$ cat src/rtl/res_dump_uart_pkg.sv
// Shared constants, state encodings and the hex-to-ASCII helper for the
// resource-dump UART monitor.
package res_dump_uart_pkg;

    localparam int DEFAULT_BAUD_DIV = 434;

    localparam logic [7:0] ASCII_COLON = 8'h3A;
    localparam logic [7:0] ASCII_SPACE = 8'h20;
    localparam logic [7:0] ASCII_CR    = 8'h0D;
    localparam logic [7:0] ASCII_LF    = 8'h0A;
    localparam logic [7:0] ASCII_0     = 8'h30;
    localparam logic [7:0] ASCII_A     = 8'h41;

    typedef enum logic [2:0] {
        S_IDLE    = 3'd0,
        S_SETADR  = 3'd1,
        S_WAIT    = 3'd2,
        S_CAPTURE = 3'd3,
        S_SEND    = 3'd4,
        S_EOL     = 3'd5
    } dump_state_t;

    typedef enum logic [0:0] {
        TX_IDLE = 1'b0,
        TX_BUSY = 1'b1
    } tx_state_t;

    function automatic logic [7:0] hex_char(input logic [3:0] nib);
        if (nib < 4'd10) begin
            return ASCII_0 + {4'd0, nib};
        end else begin
            return ASCII_A + {4'd0, nib} - 8'd10;
        end
    endfunction

endpackage

$ cat src/rtl/res_dump_uart_tx_byte.sv
// UART 8N1 byte transmitter with a valid/ready load port. The final stop-bit
// clock is spent in idle so a queued byte follows the stop bit with no gap.
module uart_tx_byte
    import res_dump_uart_pkg::*;
#(
    parameter int BAUD_DIV = DEFAULT_BAUD_DIV
) (
    input  logic       clock,
    input  logic       reset_N,
    input  logic       valid,
    input  logic [7:0] data,
    output logic       ready,
    output logic       txd
);

    localparam int CW = (BAUD_DIV > 2) ? $clog2(BAUD_DIV) : 1;
    localparam logic [CW-1:0] CNT_LAST      = CW'(BAUD_DIV - 1);
    localparam logic [CW-1:0] CNT_STOP_LAST = CW'(BAUD_DIV - 2);

    tx_state_t     state_r, state_s;
    logic [CW-1:0] cnt_r, cnt_s;
    logic [3:0]    bit_r, bit_s;
    logic [8:0]    shift_r, shift_s;
    logic          txd_r, txd_s;

    // Frame sequencing: start bit on load, then 8 data bits and the stop bit.
    always_comb begin
        state_s = state_r;
        cnt_s   = cnt_r;
        bit_s   = bit_r;
        shift_s = shift_r;
        txd_s   = txd_r;
        case (state_r)
            TX_IDLE: begin
                txd_s = 1'b1;
                if (valid) begin
                    state_s = TX_BUSY;
                    shift_s = {1'b1, data};
                    txd_s   = 1'b0;
                    cnt_s   = '0;
                    bit_s   = 4'd0;
                end else begin
                    state_s = TX_IDLE;
                end
            end
            TX_BUSY: begin
                if (bit_r == 4'd9 && cnt_r == CNT_STOP_LAST) begin
                    state_s = TX_IDLE;
                end else if (cnt_r == CNT_LAST) begin
                    cnt_s   = '0;
                    bit_s   = bit_r + 4'd1;
                    txd_s   = shift_r[0];
                    shift_s = {1'b1, shift_r[8:1]};
                end else begin
                    cnt_s = cnt_r + CW'(1);
                end
            end
            default: begin
                state_s = TX_IDLE;
                txd_s   = 1'b1;
            end
        endcase
    end

    // Transmitter state register; the line idles high out of reset.
    always_ff @(posedge clock or negedge reset_N) begin
        if (!reset_N) begin
            state_r <= TX_IDLE;
            cnt_r   <= '0;
            bit_r   <= 4'd0;
            shift_r <= 9'h1FF;
            txd_r   <= 1'b1;
        end else begin
            state_r <= state_s;
            cnt_r   <= cnt_s;
            bit_r   <= bit_s;
            shift_r <= shift_s;
            txd_r   <= txd_s;
        end
    end

    assign ready = (state_r == TX_IDLE);
    assign txd   = txd_r;

endmodule

$ cat src/rtl/res_dump_uart.sv
// Debug monitor: walks the CPU resource port and streams "AA:DD " entries
// followed by CR LF over UART.
module res_dump_uart
    import res_dump_uart_pkg::*;
#(
    parameter int NUM_RES  = 16,
    parameter int BAUD_DIV = DEFAULT_BAUD_DIV
) (
    input  logic       clock,
    input  logic       reset_N,
    input  logic       start,
    output logic [7:0] resad,
    input  logic [7:0] resdt,
    output logic       txd,
    output logic       busy
);

    localparam logic [8:0] ADDR_LAST = 9'(NUM_RES - 1);

    dump_state_t state_r, state_s;
    logic [8:0]  addr_r, addr_s;
    logic [7:0]  resad_r, resad_s;
    logic [7:0]  data_r, data_s;
    logic [2:0]  idx_r, idx_s;
    logic        busy_r, busy_s;
    logic        tx_valid_s, tx_ready_s;
    logic [7:0]  tx_data_s, entry_char_s;

    // Character of the current entry selected by the char index.
    always_comb begin
        case (idx_r)
            3'd0:    entry_char_s = hex_char(addr_r[7:4]);
            3'd1:    entry_char_s = hex_char(addr_r[3:0]);
            3'd2:    entry_char_s = ASCII_COLON;
            3'd3:    entry_char_s = hex_char(data_r[7:4]);
            3'd4:    entry_char_s = hex_char(data_r[3:0]);
            default: entry_char_s = ASCII_SPACE;
        endcase
    end

    // Dump sequencer; index 6 in SEND and 2 in EOL wait for the last frame to drain.
    always_comb begin
        state_s    = state_r;
        addr_s     = addr_r;
        resad_s    = resad_r;
        data_s     = data_r;
        idx_s      = idx_r;
        busy_s     = busy_r;
        tx_valid_s = 1'b0;
        tx_data_s  = 8'h00;
        case (state_r)
            S_IDLE: begin
                if (start) begin
                    state_s = S_SETADR;
                    addr_s  = 9'd0;
                    busy_s  = 1'b1;
                end else begin
                    busy_s = 1'b0;
                end
            end
            S_SETADR: begin
                resad_s = addr_r[7:0];
                state_s = S_WAIT;
            end
            S_WAIT: begin
                state_s = S_CAPTURE;
            end
            S_CAPTURE: begin
                // Address-high nibble needs no data, so it goes out while data is latched.
                data_s     = resdt;
                tx_valid_s = 1'b1;
                tx_data_s  = hex_char(addr_r[7:4]);
                state_s    = S_SEND;
                if (tx_ready_s) begin
                    idx_s = 3'd1;
                end else begin
                    idx_s = 3'd0;
                end
            end
            S_SEND: begin
                if (idx_r == 3'd6) begin
                    if (tx_ready_s) begin
                        addr_s  = addr_r + 9'd1;
                        state_s = S_SETADR;
                    end else begin
                        state_s = S_SEND;
                    end
                end else begin
                    tx_valid_s = 1'b1;
                    tx_data_s  = entry_char_s;
                    if (tx_ready_s && idx_r == 3'd5) begin
                        if (addr_r == ADDR_LAST) begin
                            state_s = S_EOL;
                            idx_s   = 3'd0;
                        end else begin
                            idx_s = 3'd6;
                        end
                    end else if (tx_ready_s) begin
                        idx_s = idx_r + 3'd1;
                    end else begin
                        idx_s = idx_r;
                    end
                end
            end
            S_EOL: begin
                if (idx_r == 3'd2) begin
                    if (tx_ready_s) begin
                        state_s = S_IDLE;
                        busy_s  = 1'b0;
                    end else begin
                        state_s = S_EOL;
                    end
                end else begin
                    tx_valid_s = 1'b1;
                    tx_data_s  = (idx_r == 3'd0) ? ASCII_CR : ASCII_LF;
                    if (tx_ready_s) begin
                        idx_s = idx_r + 3'd1;
                    end else begin
                        idx_s = idx_r;
                    end
                end
            end
            default: begin
                state_s = S_IDLE;
                busy_s  = 1'b0;
            end
        endcase
    end

    // Sequencer, address, data and output registers.
    always_ff @(posedge clock or negedge reset_N) begin
        if (!reset_N) begin
            state_r <= S_IDLE;
            addr_r  <= 9'd0;
            resad_r <= 8'd0;
            data_r  <= 8'd0;
            idx_r   <= 3'd0;
            busy_r  <= 1'b0;
        end else begin
            state_r <= state_s;
            addr_r  <= addr_s;
            resad_r <= resad_s;
            data_r  <= data_s;
            idx_r   <= idx_s;
            busy_r  <= busy_s;
        end
    end

    uart_tx_byte #(
        .BAUD_DIV (BAUD_DIV)
    ) u_tx (
        .clock   (clock),
        .reset_N (reset_N),
        .valid   (tx_valid_s),
        .data    (tx_data_s),
        .ready   (tx_ready_s),
        .txd     (txd)
    );

    assign resad = resad_r;
    assign busy  = busy_r;

endmodule

$ cat config.mk
export PLATFORM = sky130hd
export DESIGN_NAME = res_dump_uart
export DESIGN_NICKNAME = d
export VERILOG_FILES = /design/src/rtl/res_dump_uart_pkg.sv /design/src/rtl/res_dump_uart_tx_byte.sv /design/src/rtl/res_dump_uart.sv
export SDC_FILE = /design/constraint.sdc
export NUM_CORES = 1
export LEC_CHECK = 0
export BUFFER_PORTS_ARGS = -buffer_cell sky130_fd_sc_hd__buf_2
export CORE_MARGIN = 2
export CORE_UTILIZATION = 44
export DETAILED_ROUTE_END_ITERATION = 10
export GPL_ROUTABILITY_DRIVEN = 1
export PLACE_DENSITY = 0.72
export SYNTH_ARGS = -nofsm -noshare
export SYNTH_HDL_FRONTEND = slang
export SYNTH_HIERARCHICAL = 1
export SYNTH_SLANG_ARGS = --single-unit
$ cat constraint.sdc
create_clock -name clock -period 2.9 [get_ports clock]
set_clock_uncertainty 0.2 [all_clocks]
set_input_delay 0.58 -clock clock [delete_from_list [all_inputs] [get_ports clock]]
set_output_delay 0.58 -clock clock [all_outputs]
set_load 0.01 [all_outputs]
==> results of run 1 <==
## routing by layer
layer  vias up  global-route usage  wire, µm
met5         -                   0         0
met4         0              0.0350        43
met1      1364               0.239      3390
met2        63               0.295      3490
li1       1402                   -         -
met3         6              0.0289       334
## per-stage QoR
stage | instances | total power [W]
after global routing | 499 | 0.00136
after detailed placement | 491 | 0.000844
after CTS | 499 | 0.00133
after floorplan | 380 | 0.000814
after global placement | 491 | 0.000842
final | 499 | 0.00131
## cell families after synthesis
| kind of cell | share of synthesized area |
|---|---|
| xor+xnor | 0.0368 |
| simple gates | 0.197 |
| compound gates | 0.187 |
| mux | 0.0728 |
| buf+inv | 0.0571 |
| fa+ha+maj | 0.0595 |
| flops | 0.388 |
| other cells | 0.00105 |
## cell usage after synthesis, types with 8 or more instances
master | number | area (µm²)
sky130_fd_sc_hd__dfrtp_1 | 46 | 1150
sky130_fd_sc_hd__nand2_1 | 32 | 120
sky130_fd_sc_hd__inv_1 | 23 | 86.3
sky130_fd_sc_hd__nand3_1 | 23 | 115
sky130_fd_sc_hd__o21ai_0 | 23 | 115
sky130_fd_sc_hd__nor2_1 | 19 | 71.3
sky130_fd_sc_hd__ha_1 | 17 | 213
sky130_fd_sc_hd__mux2_2 | 16 | 180
sky130_fd_sc_hd__a21oi_1 | 15 | 75.1
sky130_fd_sc_hd__o21ai_1 | 14 | 70.1
sky130_fd_sc_hd__xnor2_1 | 12 | 105
sky130_fd_sc_hd__dfstp_2 | 9 | 236
sky130_fd_sc_hd__mux2i_1 | 8 | 80.1
## flip-flops by register name (all words and copies together) (netlist names)
register and count:
u_tx/txd 1, busy 1, addr_r 9, resad 8, u_tx/shift_r 8, u_tx/bit_r 4
idx_r 3, state_r 3, u_tx/cnt_r 9, u_tx/state_r 1, data_r 8
## power groups by stage
stage | sequential [W] | combinational, W | clock, W
4_1_cts | 0.000782 | 0.0000470 | 0.000497
2_1_floorplan | 0.000795 | 0.0000194 | 0
5_1_grt | 0.000784 | 0.0000532 | 0.000527
3_3_place_gp | 0.000797 | 0.0000455 | 0
6_report | 0.000783 | 0.0000452 | 0.000482
3_5_place_dp | 0.000797 | 0.0000469 | 0
## area by class of cell
type                            count  area, µm²
Tap cell                          102        128
Multi-Input combinational cell    282       1980
Sequential cell                    55       1390
Timing Repair Buffer               29        168
Clock buffer                        7       97.6
Fill cell                         738       3950
Inverter                           23       86.3
Clock inverter                      1       7.51
## critical path, cell delays in order, from the launching register on
cell	delay, ns
sky130_fd_sc_hd__dfrtp_1	0.45
sky130_fd_sc_hd__or4b_1	0.56
sky130_fd_sc_hd__or4_1	0.70
sky130_fd_sc_hd__and2_4	0.26
sky130_fd_sc_hd__o21ai_1	0.17
## final timing paths
check / from / end / slack [ns] / depth (start not counted)
max reg2reg: u_tx/cnt_r[6]$_DFFE_PN0P_ / u_tx/shift_r[5]$_DFFE_PN1P_ / 0.49 / 4
min reg2reg: busy$_DFFE_PN0P_ / busy$_DFFE_PN0P_ / 0.28 / 1
max in group asynchronous: reset_N / u_tx/shift_r[0]$_DFFE_PN1P_ / 1.62 / 2
min: reset_N / u_tx/cnt_r[6]$_DFFE_PN0P_ / 0.12 / 1
max: u_tx/cnt_r[6]$_DFFE_PN0P_ / u_tx/shift_r[5]$_DFFE_PN1P_ / 0.49 / 4
min in group clock: busy$_DFFE_PN0P_ / busy$_DFFE_PN0P_ / 0.28 / 1
==> qor_table.md, run 1 <==
| Parameter | Reported | Unit |
|---|---|---|
| Most common flop cell mapped by yosys | sky130_fd_sc_hd__dfrtp_1 | - |
| Number of synthesized register bits | 55 | - |
| CTS tree | done | - |
| Root Buffer Master | sky130_fd_sc_hd__clkbuf_8 | - |
| Diodes inserted | 0 | - |
| Setup Total Neg Slack | 0 | ns |
| Post-synthesis to final-layout area growth | 7.91 | % |
| Worst Setup End Kind | flop | - |
| Syn avg cell area | 9.40 | µm² |
| DIE WIDTH | 94.1 | µm |
| Initial drt markers | 149 | - |
| Detailed Place HPWL | 5.31 | mm |
| Final Util | 0.494 | - |
| Unique cell type count in the Yosys netlist | 70 | - |
| Overall fraction of global-route tracks in use | 0.175 | - |
| Portion of the post-synthesis area used by sequential elements | 0.388 | - |
| Vias in the first global route | 2673 | - |
| Number of rows created at floorplan | 32 | - |
| Setup crit start kind | flop | - |
| Die height | 94.1 | µm |
| Number of nets in the synthesized netlist | 408 | - |
| Required time at the worst-slack endpoint | 2.93 | ns |
| Core region area | 0.00781 | mm² |
| Number of enable flip-flop cells after synthesis | 0 | - |
| Switching power of the nets | 0.000294 | W |
| Number of iterations in the first detailed-routing pass | 4 | - |
| IO buf count | 20 | - |
| Part of the power in registers | 0.597 | - |
| Worst Hold Class | in2async | - |
| CP Max Fanout | 8 | - |
| TritonCTS Buffers | 5 | - |
| Unrepaired setup endpoints after global routing | no | - |
| RD Place Congestion | 0.864 | - |
| Final standard cell area without fillers | 0.00386 | mm² |
| Die Outline Area | 0.00886 | mm² |
| Initial core utilization | 0.458 | - |
| Hold bufs inserted after CTS | 0 | - |
| Nets@finish | 424 | - |
| Via count | 2835 | - |
| Leading cell type in the layout, fill and taps excluded | sky130_fd_sc_hd__dfrtp_1 | - |
| Leakage power | 1.77 | nW |
| Proportion of power drawn by combinational gates | 0.035 | - |
| Async set-or-reset flop fraction in the synthesized netlist | 1.00 | - |
| First-pass GRT wire length | 12.5 | mm |
| Post-Synthesis Cells | 380 | - |
| Antenna Nets Post-Route | 0 | - |
| # Post-CTS Setup Buffers | 0 | - |
| Arrival time reported for the critical path endpoint | 2.45 | ns |
| Period utilization | 0.832 | - |
| Final WS setup | 0.487 | ns |
| IR drop worst, VDD | 237 | µV |
| Portion of total power attributed to the clock network | 0.368 | - |
| Number of I/O pins | 21 | - |
| Initial antenna violation count | 0 | - |
| Maximum number of pins on one net before global-route repair | 33 | - |
| Proportion of layout cells with a drive suffix above 1 | 0.202 | - |
| Number of setup violations in the final report | 0 | - |
| Clock-pin slew of the registers on the worst-case setup and hold paths | 0.10 | ns |
| Commonest cells after routing, fill and taps aside | sky130_fd_sc_hd__dfrtp_1 (46), sky130_fd_sc_hd__nand2_1 (32), sky130_fd_sc_hd__inv_1 (23), sky130_fd_sc_hd__o21ai_0 (23), sky130_fd_sc_hd__nand3_1 (23) | - |
| # Max-Cap Violations | 0 | - |
| Wire length reported by the detailed router | 7.25 | mm |
| Maximum achievable frequency | 0.414 | GHz |
| Number of design rule violations left after detail routing | 0 | - |
| Critical path type | reg2reg | - |
| Placement Cell Area | 0.00375 | mm² |
| Run status | completed | - |
| Post-cts gate resize count | 0 | - |
| Worst hold slack across all endpoints | 0.115 | ns |
| Num Clock Sinks | 55 | - |
| Wire length per cell | 14.5 | µm |
| Worst-skew pair later-pin latency | 0.31 | ns |
| Warnings, synthesis | 6 | - |
| Slew at the pin closest to its max-slew limit | 0.721 | ns |
| Placement Setup Slack | 0.511 | ns |
| Post-layout minimum cycle time | 2.41 | ns |
| Post-synth design cell area | 0.00357 | mm² |
| Switching share of power | 0.224 | - |
| Max-slew headroom | 0.519 | - |
| Final count of pins violating max slew | 0 | - |
| Ratio of total power to cell area | 340 | mW/mm² |
| Number of vias per cell after detailed routing | 5.68 | - |
| Total overflow reported by the global router | 0 | - |
| Fin. Hold Viols | 0 | - |
| Maximum level of the CTS H-tree | 2 | - |
| Number of buffers on the longest clock path | 2 | - |
| P_int | 0.00102 | W |
Power figures use the tool's default switching activity.
==> inputs of run 2 (changes only) <==
--- a/config.mk
+++ b/config.mk
@@ -5,6 +5,7 @@
 export SDC_FILE = /design/constraint.sdc
 export NUM_CORES = 1
 export LEC_CHECK = 0
+export ABC_AREA = 1
 export BUFFER_PORTS_ARGS = -buffer_cell sky130_fd_sc_hd__buf_2
 export CORE_MARGIN = 2
 export CORE_UTILIZATION = 44
==> constraint.sdc (replaced) <==
create_clock -name clock -period 2.4 [get_ports clock]
set_clock_uncertainty 0.2 [all_clocks]
set_input_delay 0.48 -clock clock [delete_from_list [all_inputs] [get_ports clock]]
set_output_delay 0.48 -clock clock [all_outputs]
set_load 0.01 [all_outputs]
==> run 2 against run 1 <==
  * Area after synthesis increased by 5.5%
  * Via count increased by 22%
  * Largest power group unchanged
  * Sequential power increased by 20%
  * Flip-flop and latch count unchanged
  * Critical path type unchanged
  * Clock-buffer cell count decreased by 2
  * Critical path depth increased by 7
  * Largest cell class unchanged
  * Power increased by 32%
  * Highest routed layer unchanged
  * Critical endpoint is now u_tx/txd$_DFFE_PN1P_
  * Register-to-register slack got worse by 0.24 ns
  * Cell area increased by 7.2%
==> qor_table.md, run 2 <==
| Parameter | Reported | Unit | Change |
|---|---|---|---|
| Portion of the post-synthesis area used by sequential elements | 0.368 | - | -0.0201 |
| Beginning of the worst register-to-register path | idx_r[0]$_DFFE_PN0P_ | - |  |
| Startpoint of the tightest hold check path | resdt[5] | - |  |
| Die Outline Area | 0.00932 | mm² | +5.2% |
| Setup Total Neg Slack | 0 | ns | unchanged |
| Switching share of power | 0.208 | - | -0.0164 |
| Portion of total power attributed to the clock network | 0.422 | - | +0.054 |
| Overall fraction of global-route tracks in use | 0.198 | - | +0.0229 |
| Async set-or-reset flop fraction in the synthesized netlist | 1.00 | - | unchanged |
| Unique cell type count in the Yosys netlist | 36 | - | -49% |
| Num Clock Sinks | 55 | - | unchanged |
| # Post-CTS Setup Buffers | 0 | - | unchanged |
| Post-synthesis to final-layout area growth | 9.73 | % |  |
| Commonest cells after routing, fill and taps aside | sky130_fd_sc_hd__nand2_1 (197), sky130_fd_sc_hd__inv_1 (58), sky130_fd_sc_hd__dfrtp_1 (46) | - |  |
| Final count of pins violating max slew | 0 | - | unchanged |
| Warnings, synthesis | 6 | - | unchanged |
| Max-slew headroom | 0.672 | - | +0.153 |
| Via count | 3459 | - | +22% |
| Placement Cell Area | 0.00399 | mm² | +6.3% |
| Start point of the critical path | idx_r[0]$_DFFE_PN0P_ | - |  |
| Arrival time reported for the critical path endpoint | 2.20 | ns | -0.25 ns |
| CP Max Fanout | 9 | - | +1 |
| Number of vias per cell after detailed routing | 5.11 | - | -10% |
| Fin. Hold Viols | 0 | - | unchanged |
| Ratio of total power to cell area | 418 | mW/mm² | +23% |
| Worst-skew pair later-pin latency | 0.31 | ns | about the same |
| First-pass GRT wire length | 14.8 | mm | +18% |
| # Max-Cap Violations | 0 | - | unchanged |
| Syn avg cell area | 6.89 | µm² | -27% |
| Number of nets in the synthesized netlist | 575 | - | +41% |
| Setup crit start kind | flop | - |  |
| IO buf count | 20 | - | unchanged |
| Hold Path Depth | 3 | - |  |
| Worst reg2reg setup slack | 0.25 | ns | -0.24 ns |
| Number of setup violations in the final report | 0 | - | unchanged |
| Period utilization | 0.896 | - | +0.0643 |
| CTS tree | done | - |  |
| Nets@finish | 599 | - | +41% |
| Non-filler instance count after layout | 677 | - | +36% |
| Proportion of layout cells with a drive suffix above 1 | 0.126 | - | -0.0756 |
| Maximum achievable frequency | 0.465 | GHz | +12% |
| Number of enable flip-flop cells after synthesis | 0 | - | unchanged |
| Most common flop cell mapped by yosys | sky130_fd_sc_hd__dfrtp_1 | - |  |
| RD Place Congestion | 0.880 | - | +1.9% |
| Wire length reported by the detailed router | 8.22 | mm | +13% |
| P_int | 0.00137 | W | +35% |
| Final WS setup | 0.249 | ns | -0.238 ns |
| TritonCTS Buffers | 5 | - | unchanged |
| Initial drt markers | 293 | - | +97% |
| Vias in the first global route | 3433 | - | +28% |
| Cell types with the highest counts after synthesis | sky130_fd_sc_hd__nand2_1 (197), sky130_fd_sc_hd__inv_1 (58), sky130_fd_sc_hd__dfrtp_1 (46) | - |  |
| Destination of the worst register-to-register timing path | u_tx/txd$_DFFE_PN1P_ | - |  |
| Critical path type | reg2reg | - |  |
| Number of buffers on the longest clock path | 2 | - | unchanged |
| Number of iterations in the first detailed-routing pass | 5 | - | +1 |
| Registers with the highest flip-flop counts | addr_r x9, u_tx/cnt_r x9 | - |  |
| Depth of the worst register-to-register path | 11 | - | +7 |
| Antenna Nets Post-Route | 0 | - | unchanged |
| Cells after DPL | 668 | - | +36% |
| Number of design rule violations left after detail routing | 0 | - | unchanged |
| Diodes inserted | 0 | - | unchanged |
| Initial antenna violation count | 0 | - | unchanged |
| Largest cells by area after synthesis | sky130_fd_sc_hd__dfrtp_1 (31%), sky130_fd_sc_hd__nand2_1 (20%), sky130_fd_sc_hd__dfstp_2 (6.3%) | - |  |
| Run status | completed | - |  |
| Maximum number of pins on one net before global-route repair | 22 | - | -33% |
| Worst Setup End Kind | flop | - |  |
| Detailed Place HPWL | 6.17 | mm | +16% |
| Leading cell type in the layout, fill and taps excluded | sky130_fd_sc_hd__nand2_1 | - |  |
| Proportion of power drawn by combinational gates | 0.034 | - | about the same |
| Destination of the worst hold path | data_r[5]$_DFFE_PN0P_ | - |  |
| Number of I/O pins | 21 | - | unchanged |
| Proportion of netlist area held by the largest area contributor | 0.305 | - | -0.0167 |
| IR drop worst, VDD | 284 | µV | +20% |
| Wire length per cell | 12.1 | µm | -16% |
| Post-synth design cell area | 0.00377 | mm² | +5.5% |
| Required time at the worst-slack endpoint | 2.45 | ns | -0.48 ns |
| Placement Setup Slack | 0.274 | ns | -0.237 ns |
| Unrepaired setup endpoints after global routing | no | - |  |
| DIE WIDTH | 96.5 | µm | +2.6% |
| Slew at the pin closest to its max-slew limit | 0.486 | ns | -0.235 ns |
| Core region area | 0.00826 | mm² | +5.8% |
| Leakage power | 2.15 | nW | +22% |
| Maximum level of the CTS H-tree | 2 | - | unchanged |
| Number of rows created at floorplan | 33 | - | +3.1% |
| Total overflow reported by the global router | 0 | - | unchanged |
| Post-layout minimum cycle time | 2.15 | ns | -0.262 ns |
| Most common cell in the netlist | sky130_fd_sc_hd__nand2_1 | - |  |
| Fill cell instance count of the final layout | 847 | - | +15% |
| Part of the power in registers | 0.544 | - | -0.053 |
| Post-Synthesis Cells | 547 | - | +44% |
| Clock-pin slew of the registers on the worst-case setup and hold paths | 0.10 | ns | about the same |
| Number of synthesized register bits | 55 | - | unchanged |
| Final standard cell area without fillers | 0.00414 | mm² | +7.2% |
| Initial core utilization | 0.456 | - | -0.00133 |
| Die height | 96.5 | µm | +2.6% |
| Switching power of the nets | 0.000359 | W | +22% |
| Post-synthesis cell type with the largest combined area | sky130_fd_sc_hd__dfrtp_1 | - |  |
| Worst Hold Class | in2reg | - |  |
| Root Buffer Master | sky130_fd_sc_hd__clkbuf_8 | - |  |
[run 2: cell types whose count changed after synthesis, sizes merged, moves of 11 or more]
cell / previous run / this run
xnor2: 12 / 1
nand4: 2 / 23
nand3: 23 / 42
mux2: 16 / 0
nand2: 33 / 203
o21ai: 39 / 52
nor2: 20 / 41
inv: 23 / 64
[run 2: cell families after synthesis]
logic type,Yosys count,synth area share
adders and majority gates,17,0.0564
buffers and inverters,80,0.0886
and+or+nand+nor,321,0.374
xor gates and xnor gates,8,0.0186
AOI/OAI and AO/OA,65,0.0933
other,1,0.000995
DFF,55,0.368
[run 2: power by group through the flow]
stage / Combinational (W) / Sequential [W] / Clock, W
floorplan: 0.0000238 / 0.000958 / 0
global placement: 0.0000575 / 0.000959 / 0
detailed placement: 0.0000601 / 0.000959 / 0
CTS: 0.0000613 / 0.000942 / 0.000754
global route: 0.0000706 / 0.000943 / 0.000799
finish: 0.0000587 / 0.000942 / 0.000729
[run 2: layer usage]
metal / track usage / share of wire / up-vias
met5: 0 / 0 / -
met4: 0.0528 / 0.0078 / 0
met3: 0.0310 / 0.039 / 6
met2: 0.326 / 0.46 / 76
met1: 0.273 / 0.49 / 1577
li1: - / - / 1800
[run 2: worst max-delay path by stage]
stage,endpoint,slack (ns),depth (start not counted)
2_1_floorplan,u_tx/cnt_r[1]$_DFFE_PN0P_,0.31,12
3_3_place_gp,u_tx/txd$_DFFE_PN1P_,0.32,11
3_5_place_dp,u_tx/txd$_DFFE_PN1P_,0.27,11
4_1_cts,u_tx/txd$_DFFE_PN1P_,0.24,11
5_1_grt,u_tx/txd$_DFFE_PN1P_,0.01,11
6_report,u_tx/txd$_DFFE_PN1P_,0.25,11
[run 2: worst max-delay path, cell delays in order, from the launching register on]
cell	delay [ns]
sky130_fd_sc_hd__dfrtp_1	0.43
sky130_fd_sc_hd__inv_1	0.09
sky130_fd_sc_hd__ha_1	0.17
sky130_fd_sc_hd__inv_1	0.05
sky130_fd_sc_hd__nor2_1	0.08
sky130_fd_sc_hd__inv_1	0.12
sky130_fd_sc_hd__nand2_1	0.12
sky130_fd_sc_hd__nand3_2	0.09
sky130_fd_sc_hd__or2_1	0.29
sky130_fd_sc_hd__buf_4	0.19
sky130_fd_sc_hd__a21boi_1	0.13
sky130_fd_sc_hd__o21ai_1	0.13
[run 2: through the flow]
| stage | power [W] | util | hold WS (ns) |
|---|---|---|---|
| final | 0.00173 | 0.501 | 0.171 |
| after global routing | 0.00181 | 0.501 | 0.189 |
| after CTS | 0.00176 | 0.501 | 0.162 |
| after detailed placement | 0.00102 | 0.483 | 0.249 |
| after global placement | 0.00102 | 0.483 | 0.243 |
| after floorplan | 0.000982 | - | -0.0156 |
[run 2: area by class of cell]
type | instances | area, µm² | share of cell area
Tap cell | 105 | 131 | 0.0318
Multi-Input combinational cell | 412 | 2050 | 0.495
Inverter | 66 | 248 | 0.0599
Timing Repair Buffer | 31 | 185 | 0.0448
Sequential cell | 55 | 1390 | 0.336
Clock buffer | 5 | 68.8 | 0.0166
Clock inverter | 3 | 67.6 | 0.0163
[run 2: timing repair]
item,in CTS,in global routing
hold buffers,1,0
endpoints found under the setup margin,0,1
endpoints found under the hold margin,16,0
gates resized for setup,0,1
